==> config.mk <==
export PLATFORM = sky130hd
export DESIGN_NAME = module_codi_arb
export DESIGN_NICKNAME = d
export VERILOG_FILES = /design/src/rtl/codi_pkg.sv /design/src/rtl/module_codi.sv /design/src/rtl/module_codi_arb.sv
export SDC_FILE = /design/constraint.sdc
export NUM_CORES = 1
export LEC_CHECK = 0
export CAP_MARGIN = 20
export CORE_UTILIZATION = 45
export DETAILED_ROUTE_END_ITERATION = 16
export GPL_TIMING_DRIVEN = 0
export PLACE_DENSITY = 0.79
export SLEW_MARGIN = 20
export SYNTH_ARGS = -nofsm -noshare
export SYNTH_HDL_FRONTEND = slang
export SYNTH_SLANG_ARGS = --single-unit
==> constraint.sdc <==
create_clock -name clk -period 1.8 [get_ports clk]
set_input_delay 0.36 -clock clk [delete_from_list [all_inputs] [get_ports clk]]
set_output_delay 0.36 -clock clk [all_outputs]
set_load 0.1 [all_outputs]
==> src/rtl/codi_pkg.sv <==
`timescale 1ns/1ps
// Shared types and the Hamming(8,4) SECDED encode function for the codec arbiter.
package codi_pkg;

    typedef enum logic [1:0] {
        IDLE = 2'd0,
        ENC  = 2'd1,
        SEND = 2'd2
    } arb_state_t;

    typedef logic [3:0] nibble_t;
    typedef logic [7:0] codeword_t;

    // nibble bit 0 = d1 .. bit 3 = d4; c[7] is global parity over c[6:0]
    function automatic codeword_t hamming84_enc(input nibble_t n);
        codeword_t c;
        c       = '0;
        c[2]    = n[0];
        c[4]    = n[1];
        c[5]    = n[2];
        c[6]    = n[3];
        c[0]    = n[0] ^ n[1] ^ n[3];
        c[1]    = n[0] ^ n[2] ^ n[3];
        c[3]    = n[1] ^ n[2] ^ n[3];
        c[7]    = ^c[6:0];
        return c;
    endfunction

endpackage

==> src/rtl/module_codi.sv <==
`timescale 1ns/1ps
// Shared combinational Hamming(8,4) SECDED encoder.
module module_codi
    import codi_pkg::*;
(
    input  logic [3:0] nib,
    output logic [7:0] code
);

    // Pure function of the latched nibble
    always_comb begin
        code = hamming84_enc(nib);
    end

endmodule

==> src/rtl/module_codi_arb.sv <==
`timescale 1ns/1ps
// Round-robin arbiter sharing one SECDED encoder between two nibble sources,
// with a registered valid/ready codeword output and per-source delivery counters.
module module_codi_arb
    import codi_pkg::*;
#(
    parameter int CNT_W      = 8,
    parameter int FIRST_PRIO = 0
) (
    input  logic             clk,
    input  logic             rst,
    input  logic             req0_valid,
    input  logic [3:0]       req0_data,
    output logic             req0_ready,
    input  logic             req1_valid,
    input  logic [3:0]       req1_data,
    output logic             req1_ready,
    output logic             cod_valid,
    output logic [7:0]       cod_data,
    output logic             cod_src,
    input  logic             cod_ready,
    output logic             busy,
    output logic [CNT_W-1:0] cnt0,
    output logic [CNT_W-1:0] cnt1
);

    localparam logic RR_INIT = (FIRST_PRIO != 0);

    arb_state_t state, state_nxt;
    logic       rr_ptr;
    logic [3:0] nib_q;
    logic       src_q;
    logic       gnt_any;
    logic       gnt_src;
    logic [7:0] enc_word;

    module_codi u_codi (
        .nib  (nib_q),
        .code (enc_word)
    );

    // Combinational grant: a lone requester always wins, contention goes to rr_ptr
    always_comb begin
        gnt_any = req0_valid | req1_valid;
        gnt_src = (req0_valid && req1_valid) ? rr_ptr : req1_valid;
    end

    // State register
    always_ff @(posedge clk or posedge rst) begin
        if (rst) begin
            state <= IDLE;
        end else begin
            state <= state_nxt;
        end
    end

    // Next state and source handshakes; readies only ever asserted in IDLE
    always_comb begin
        state_nxt  = state;
        req0_ready = 1'b0;
        req1_ready = 1'b0;
        case (state)
            IDLE: begin
                if (gnt_any) begin
                    req0_ready = ~gnt_src;
                    req1_ready = gnt_src;
                    state_nxt  = ENC;
                end
            end
            ENC:  state_nxt = SEND;
            SEND: begin
                if (cod_ready) begin
                    state_nxt = IDLE;
                end
            end
            default: state_nxt = IDLE;
        endcase
    end

    always_comb begin
        busy = (state != IDLE);
    end

    // Nibble capture, output register, round-robin pointer and delivery counters
    always_ff @(posedge clk or posedge rst) begin
        if (rst) begin
            nib_q     <= '0;
            src_q     <= 1'b0;
            cod_valid <= 1'b0;
            cod_data  <= '0;
            cod_src   <= 1'b0;
            rr_ptr    <= RR_INIT;
            cnt0      <= '0;
            cnt1      <= '0;
        end else begin
            case (state)
                IDLE: begin
                    if (gnt_any) begin
                        nib_q <= gnt_src ? req1_data : req0_data;
                        src_q <= gnt_src;
                    end
                end
                ENC: begin
                    cod_data  <= enc_word;
                    cod_src   <= src_q;
                    cod_valid <= 1'b1;
                end
                SEND: begin
                    if (cod_ready) begin
                        cod_valid <= 1'b0;
                        rr_ptr    <= ~cod_src;
                        if (cod_src) begin
                            cnt1 <= cnt1 + CNT_W'(1);
                        end else begin
                            cnt0 <= cnt0 + CNT_W'(1);
                        end
                    end
                end
                default: ;
            endcase
        end
    end

endmodule

==> results of run 1 <==
[worst min-delay path: stages]
cell	delay [ns]
clkbuf_2	0.15
nand3_1	0.09
a31oi_1	0.08
[flip-flops by register name, summed over array words and instances (netlist names)]
register	cells
cod_data	8
src_q	1
cnt0	8
cod_src	1
cod_valid	1
nib_q	4
cnt1	8
rr_ptr	1
state	2
[cell usage in the layout (no fill, tap or decap), drive strengths merged, types with 2 or more instances in the layout]
cell type / instances
xnor2: 16
nand4: 5
nand2: 5
a21oi: 5
nand3: 7
xor2: 4
nand2b: 3
buf: 13
and3: 4
dfrtp: 34
clkdlybuf4s50: 10
inv: 5
mux2: 10
nor3: 2
o21ai: 7
ha: 2
a31oi: 4
clkdlybuf4s15: 26
nor2: 4
clkbuf: 8
[area by class of cell]
class | count | share of cell area
flip-flops and latches | 34 | 0.391
multi-input cells | 89 | 0.314
repair buffers | 47 | 0.227
well taps | 46 | 0.0263
clock buffers | 7 | 0.0206
plain buffers | 4 | 0.0132
inverters | 5 | 0.00858
[through the flow]
stage / util / hold slack [ns] / cell area [µm²] / TNS [ns] / cells
floorplan: - / 0.467 / 1580 / -0.0172 / 132
global placement: 0.614 / 0.454 / 2050 / -4.25 / 219
detailed placement: 0.614 / 0.468 / 2050 / -4.46 / 219
CTS: 0.649 / 0.482 / 2170 / -0.167 / 229
global route: 0.655 / 0.422 / 2190 / -0.143 / 232
finish: 0.655 / 0.414 / 2190 / -0.0474 / 232
[repair_timing]
item / CTS / global route
setup endpoints to repair: 29 / 3
gates resized for setup: 106 / 3
endpoints found under the hold margin: 0 / 0
setup buffers: 3 / 3
pin swaps: 1 / 0
cloned: 0 / 0
[per-layer routing]
layer,vias to the layer above,part of all wire,global-route usage,wire length [µm]
met5,-,0,0,0
met4,0,0.0083,0.0747,26
met3,2,0.054,0.0483,169
met2,43,0.55,0.348,1730
met1,571,0.38,0.215,1190
li1,569,-,-,-
[path summary, 6_finish.rpt]
path / from / to / slack [ns]
max in group asynchronous: rst / cod_src / 0.86
hold reg to reg: cnt1[7] / cnt1[7] / 0.48
min in group asynchronous: rst / cnt0[0] / 0.46
setup / recovery: state[1] / req0_ready / -0.05
setup reg to reg: state[0] / cnt0[1] / 0.33
hold / removal: req1_valid / nib_q[3] / 0.41
[cells by family (layout without fill, tap and decap cells)]
logic type | count (synthesis) | count (layout) | share of synthesized area
and+or+nand+nor | 39 | 39 | 0.147
DFF | 34 | 34 | 0.541
xor gates and xnor gates | 20 | 20 | 0.111
AOI/OAI and AO/OA | 18 | 18 | 0.0804
muxes | 10 | 10 | 0.0740
buffers and inverters | 9 | 63 | 0.0303
adders and majority gates | 2 | 2 | 0.0159
==> flow_results.org, run 1 <==
** Route
- DRC violation count after routing :: 0
- After detailed routing, the number of vias per cell comes to 5.11.
- First DRT Iteration DRCs :: 46
- Wire per inst :: 13.4 µm
- Wires add up to 3120 µm.
- The routed layout has 1185 vias.
- For this run, the detailed router's first-pass iteration total came to 4.
- Post-detailed-route count of antenna-violating nets :: 0

** Clock network
- Count of hold buffers inserted by post-cts repair :: 0
- CTS root buf :: clkbuf_4
- Number of buffers inserted during clock tree synthesis :: 5
- The clock tree synthesis step divided the H-tree into 2 levels.
- Clk pin slew, worst setup/hold paths :: 0.09 ns
- TritonCTS built the clock tree.
- The later pin in the worst-skew pair is clocked with a latency of 0.32 ns.
- The tree built by TritonCTS fans out to 34 sinks.
- No sink is reached through more buffers than the 2 on the longest clock path.

** Synth
- Leading area contributor after synthesis :: dfrtp_1
- Count of state elements after synthesis :: 34
- Most frequent cells after synthesis :: 34 x dfrtp_1, 16 x xnor2_1, 9 x mux2_2, 7 x nand3_1, 7 x o21ai_0
- Biggest area contributors in the synthesized netlist :: dfrtp_1 54%, xnor2_1 8.9%, mux2_2 6.4%
- The mapped netlist covers 1570 µm².
- The most used flip-flop cell after synthesis is dfrtp_1.
- The share of synthesized area in the top cell type comes to 0.541.
- After synthesis, the netlist uses 32 different library cells.
- Mapped Nets :: 147
- For this run, the number of Yosys warnings is 0.
- After technology mapping, the gate count stands at 132.
- For this run, the register share of the synthesized area comes to 0.541.
- Number of enable flip-flop cells after synthesis :: 0
- Average cell area after synthesis :: 11.9 µm²
- Most frequently used cell type in the post-synthesis netlist :: dfrtp_1
- Async set or reset register ratio after synthesis :: 1.00

** Timing
- Layout Skew :: 0.00544 ns
- The worst pin sits at a relative slew slack of 0.551.
- Static timing analysis puts the maximum clock frequency at 0.541 GHz.
- Setup violations remaining at the end of the flow were counted as 1.
- Of the available clock period, the critical path in the final layout requires 1.03.
- The hold violation count in the final report is 0.
- Minimum setup slack in the final design :: -0.0474 ns
- Counting I/O delays and the setup requirement, the final critical path takes 1.85 ns.
- Setup repair after global routing could not meet its margin everywhere.
- At the pin with the least slew margin, the transition time is 0.672 ns.
- Max-slew violations :: 0

** Setup path
- Largest stage delay, worst path :: 0.45 ns
- Startpoint Class :: register
- Critical Path Slowest Stage Cell :: dfrtp_2
- STA classifies the critical path endpoint as an output pin.
- CP cell instances :: nor2_4, and2_4, buf_6, a21boi_4, buf_12
- Arrival time at the worst endpoint :: 1.49 ns
- In this run the number of cells on the critical path is 5.
- Along the worst path, the maximum fanout reaches 5.
- Endpoint required time on the critical path :: 1.44 ns
- The number of cells on the worst reg-to-reg path is 4.
- The critical path contains buffers and inverters numbering 2 combined.
- Gate family responsible for the most delay along the worst path :: flip-flops
- The critical path is of the reg -> out type.

** Final layout
- Summing all multi-input logic gate instances after layout gives 686 µm².
- The sequential cells in the finished layout cover a total of 855 µm².
- Fillers :: 273
- Post-synthesis to final-layout area growth :: 39.2%
- Share of layout cells above drive strength 1 :: 0.355
- The final layout contains 201 nets.
- The repair_antennas step left the layout with diodes totalling 0.

** Global routing
- For this run, the total global-route usage over all layers was measured as 0.192.
- Total congestion overflow :: 0
- The via count of the first global-routing pass was 1145.
- Pin count of the biggest net entering global routing :: 35
- The first global-routing pass estimated 5110 µm of wire.
- The initial antenna violation count came to 0.

** Place
- Timing analysis after detailed placement gives a worst setup slack of -1.33 ns.
- Placer Congestion :: 0.781
- The HPWL after detailed placement is 2280 µm.
- Count of buffers inserted at the top-level ports :: 41

** Hold path
- The worst hold path belongs to the class in -> reg.
- Count of cells along the worst hold path :: 3

** Floorplanning
- The die is 61.1 µm tall.
- In this run the count of I/O pins placed on the die edge is 42.
- # rows :: 21
- The floorplan step set the die width to 61.1 µm.
- Core region area :: 3340 µm²
- Initial core utilization :: 0.471
- The die covers 3730 µm².

** Job
- Across the run, the number of max-cap violations was 0.

** Run status
- The checks that failed: negative setup slack.
- Result of the run :: complete, but fails checks
Power of run 1 is left out: the tool's default activity adds up to more than one toggle a clock period on the data nets, which glitch-free logic cannot reach.
==> run 2, diff against run 1 <==
--- a/config.mk
+++ b/config.mk
@@ -10,7 +10,7 @@
 export DETAILED_ROUTE_END_ITERATION = 16
 export GPL_TIMING_DRIVEN = 0
 export PLACE_DENSITY = 0.79
-export SLEW_MARGIN = 20
 export SYNTH_ARGS = -nofsm -noshare
 export SYNTH_HDL_FRONTEND = slang
+export SYNTH_HIERARCHICAL = 1
 export SYNTH_SLANG_ARGS = --single-unit
==> run 2 against run 1 <==
  * The run still ends with negative setup slack left
  * Synthesized cell count decreased by 3.0%
  * Core utilization increased by 2.6 points
  * Register-to-register slack about the same
  * Cell area increased by 5.5%
  * Highest routed layer unchanged
  * Count of clock-buffer cells in the layout decreased by 1
  * Wire length increased by 4.1%
  * Worst setup slack improved by 0.028 ns
  * Critical path type unchanged
==> flow_results.org, run 2 <==
** Synth
- The number of synthesized flops with an enable pin came to 0 (unchanged).
- The most used standard cell by instance count after synthesis is dfrtp_1 (unchanged).
- Average cell area after synthesis :: 12.6 µm² (was 11.9 µm²)
- The number of warnings issued by yosys was 6 (was 0).
- Async set or reset register ratio after synthesis :: 1.00 (unchanged)
- Most frequent cells after synthesis: 34 x dfrtp_1, 11 x mux2_2, 10 x nand3_1, 7 x xnor2_1, 7 x xor2_1 (was 34 x dfrtp_1, 16 x xnor2_1, 9 x mux2_2, 7 x nand3_1, 7 x o21ai_0).
- The post-synthesis cell area came to 1620 µm² (was 1570 µm²).
- Biggest area contributors in the synthesized netlist: dfrtp_1 53%, mux2_2 7.7%, xnor2_1 3.8% (was dfrtp_1 54%, xnor2_1 8.9%, mux2_2 6.4%).
- The area share of the largest cell type after synthesis is 0.527 (was 0.541).
- The flip-flop and latch count after synthesis came to 34 (unchanged).
- Gate Count Post-Synth :: 128 (was 132)
- The sequential cell area fraction in the yosys report came to 0.527 (was 0.541).
- Mapped Nets :: 143 (was 147)
- Number of library cell types mapped by synthesis :: 32 (unchanged)
- Leading area contributor after synthesis :: dfrtp_1 (unchanged)
- Dominant register cell in the synthesized netlist :: dfrtp_1 (unchanged)

** Clock network
- The number of buffers added to fix hold violations after cts was 0 (unchanged).
- Maximum clock insertion buffer count :: 2 (unchanged)
- Sinks on Clock Net :: 34 (unchanged)
- The clock transition at the registers of the reported paths was 0.10 ns (was 0.09 ns).
- The master cell of the clock root buffer was clkbuf_4 (unchanged).
- The number of levels in the clock H-tree is 2 (unchanged).
- The clock latency on the worst-skew pair was 0.34 ns (was 0.32 ns).
- CTS tree :: done (unchanged)
- The TritonCTS buffer count is 5 (unchanged).

** Place
- The placed wire-length estimate came to 2260 µm (was 2280 µm).
- The routability-driven placement congestion ratio is 0.898 (was 0.781).
- Count of buffers inserted at the top-level ports :: 41 (unchanged)

** Final layout
- Fillers :: 233 (was 273)
- Commonest non-fill, non-tap cell in the layout :: dfrtp_1 (unchanged)
- Leading cell types in the layout, fill and taps excluded :: 31 x dfrtp_1, 25 x clkdlybuf4s15_2, 11 x mux2_2, 11 x buf_4 (was 31 x dfrtp_1, 26 x clkdlybuf4s15_2, 16 x xnor2_1)
- The antenna cell count is 0 (unchanged).
- The final net count came to 198 (was 201).
- The ratio of cells with drive above 1 in the final layout was 0.424 (was 0.355).
- The final design utilization came to 0.681 (was 0.655).
- The area added between synthesis and finish was 42.9% (was 39.2%).
- Largest registers in the final layout :: cnt0: 8 flops, cnt1: 8 flops, cod_data: 8 flops (unchanged)

** Timing
- Slew of the pin with the lowest slew margin :: 0.735 ns (was 0.672 ns)
- The hold violation count in the final report is 0 (unchanged).
- Max Clock Freq :: 0.550 GHz (was 0.541 GHz)
- Layout Skew :: 0.0100 ns (was 0.00544 ns)
- The worst-case headroom to the max-slew limit was 0.509 (was 0.551).
- Period utilisation layout :: 1.01 (was 1.03)
- The worst setup margin is -0.0197 ns (was -0.0474 ns).
- The final critical-path required period was 1.82 ns (was 1.85 ns).
- Setup repair after global routing missed its margin: yes (unchanged).
- The final setup violation count was 2 (was 1).
- Minimum hold slack :: 0.391 ns (was 0.414 ns)
- Max-slew violations :: 0 (unchanged)

** Global routing
- The pin count of the biggest net entering global routing is 19 (was 35).
- The initial antenna violation count was 0 (unchanged).
- Total congestion overflow :: 0 (unchanged)
- The via count of the first global-routing pass is 1080 (was 1145).
- Wire length of the first global-routing pass :: 5000 µm (was 5110 µm)
- The global-route usage over all layers came to 0.190 (was 0.192).

** Hold path
- The type of the worst min-delay path was in -> reg (unchanged).

** Run status
- Result of the run: complete, but fails checks (unchanged).
- Violations in the final reports :: negative setup slack (unchanged)

** Setup path
- Worst Setup Path Type :: reg -> out (unchanged)
- CP cell instances :: nor2_4, nand2_4, inv_4, a21boi_4, buf_12 (was nor2_4, and2_4, buf_6, a21boi_4, buf_12)
- Critical Path Slowest Stage Cell :: dfrtp_2 (unchanged)
- Endpoint required time on the critical path :: 1.44 ns (about the same)
- Startpoint Class :: register (unchanged)
- The delay of the slowest cell on the worst path came to 0.45 ns (about the same).
- The critical path capture point type was an output pin (unchanged).
- The largest fanout on the critical path was 5 (unchanged).
- The arrival time at the worst endpoint came to 1.46 ns (was 1.49 ns).

** Floorplanning
- The number of I/O pins is 42 (unchanged).
- Area of the die :: 3830 µm² (was 3730 µm²)
- The y dimension of the die was 61.9 µm (was 61.1 µm).
- The number of placement rows is 21 (unchanged).
- Core region area :: 3390 µm² (was 3340 µm²)
- Initial core utilization :: 0.477 (was 0.471)
- The width of the die was 61.9 µm (was 61.1 µm).

** Route
- Pre-Repair DR Iteration Count :: 4 (unchanged)
- Routed via count divided by cell count :: 5.12 (was 5.11)
- The starting DRC count in detailed routing was 46 (unchanged).
- DRC violation count after routing :: 0 (unchanged)
- The sum of routed wire length over all layers came to 3240 µm (was 3120 µm).
- The count of nets left with antenna violations after detail routing was 0 (unchanged).
- The routed wirelength normalized by instance count was 14.1 µm (was 13.4 µm).
- Routed vias :: 1177 (was 1185)

** Job
- Reported max-cap violation count :: 0 (unchanged)
==> run 2: changes by cell type after synthesis, moves of 3 or more <==
cell,change
buf_4,+4
nand3_1,+3
o21ai_0,-3
xor2_1,+3
nand4_1,-3
xnor2_1,-9
==> run 2: final timing paths <==
path / from / to / slack [ns] / cells past startpoint
worst max-delay path: state[1] / req0_ready / -0.02 / 5
worst min-delay path: req1_valid / nib_q[1] / 0.39 / 3
worst max register to register: state[1] / cod_data[0] / 0.32 / 4
worst min register to register: cnt1[7] / cnt1[7] / 0.48 / 1
max in group asynchronous: rst / cod_data[7] / 0.82 / 3
min in group asynchronous: rst / cnt1[1] / 0.45 / 2
==> run 2: critical path: cells and delay by family, from the launching register on <==
kind / cells / cell delay [ns]
buf+inv: 2 / 0.26
simple gates: 2 / 0.22
flops: 1 / 0.45
compound gates: 1 / 0.19
==> run 2: layer usage <==
metal	vias to the layer above	GRT usage	wire (µm)
met5	-	0	0
met4	0	0.0730	46
met3	5	0.0745	162
met2	33	0.321	1730
met1	586	0.217	1310
li1	553	-	-
==> run 2: stage by stage <==
stage	worst slack (ns)	cells	TNS (ns)	cell area [µm²]
after detailed placement	-1.37	216	-4.46	2120
final	-0.0197	230	-0.0337	2310
after global placement	-1.35	215	-5.88	2100
after floorplan	-0.110	128	-0.110	1630
after global routing	-0.0857	230	-0.159	2310
after CTS	-0.177	225	-0.185	2250
==> run 2: area by class of cell <==
class / count / area, µm² / area share
flip-flops and latches: 34 / 855 / 0.370
multi-input cells: 83 / 739 / 0.320
repair buffers: 48 / 529 / 0.229
well taps: 46 / 57.6 / 0.0249
clock buffers: 6 / 51.3 / 0.0222
plain buffers: 6 / 42.5 / 0.0184
inverters: 5 / 21.3 / 0.00921
clock inverters: 2 / 12.5 / 0.00542
==> run 2: kinds of logic after synthesis <==
| family | after synthesis | synth area share |
|---|---|---|
| AOI/OAI and AO/OA | 16 | 0.0589 |
| DFF | 34 | 0.527 |
| and+or+nand+nor | 36 | 0.145 |
| adders and majority gates | 2 | 0.0155 |
| xor gates and xnor gates | 18 | 0.139 |
| muxes | 11 | 0.0767 |
| buffers and inverters | 11 | 0.0380 |
==> run 2: repair_timing <==
| action | 4_1_cts | 5_1_grt |
|---|---|---|
| endpoints found under the setup margin | 29 | 3 |
| gates cloned | 0 | 0 |
| buffers inserted | 1 | 5 |
| gates resized for setup | 108 | 10 |
| pin swaps | 1 | 2 |
Power of run 2 is left out for the same reason.
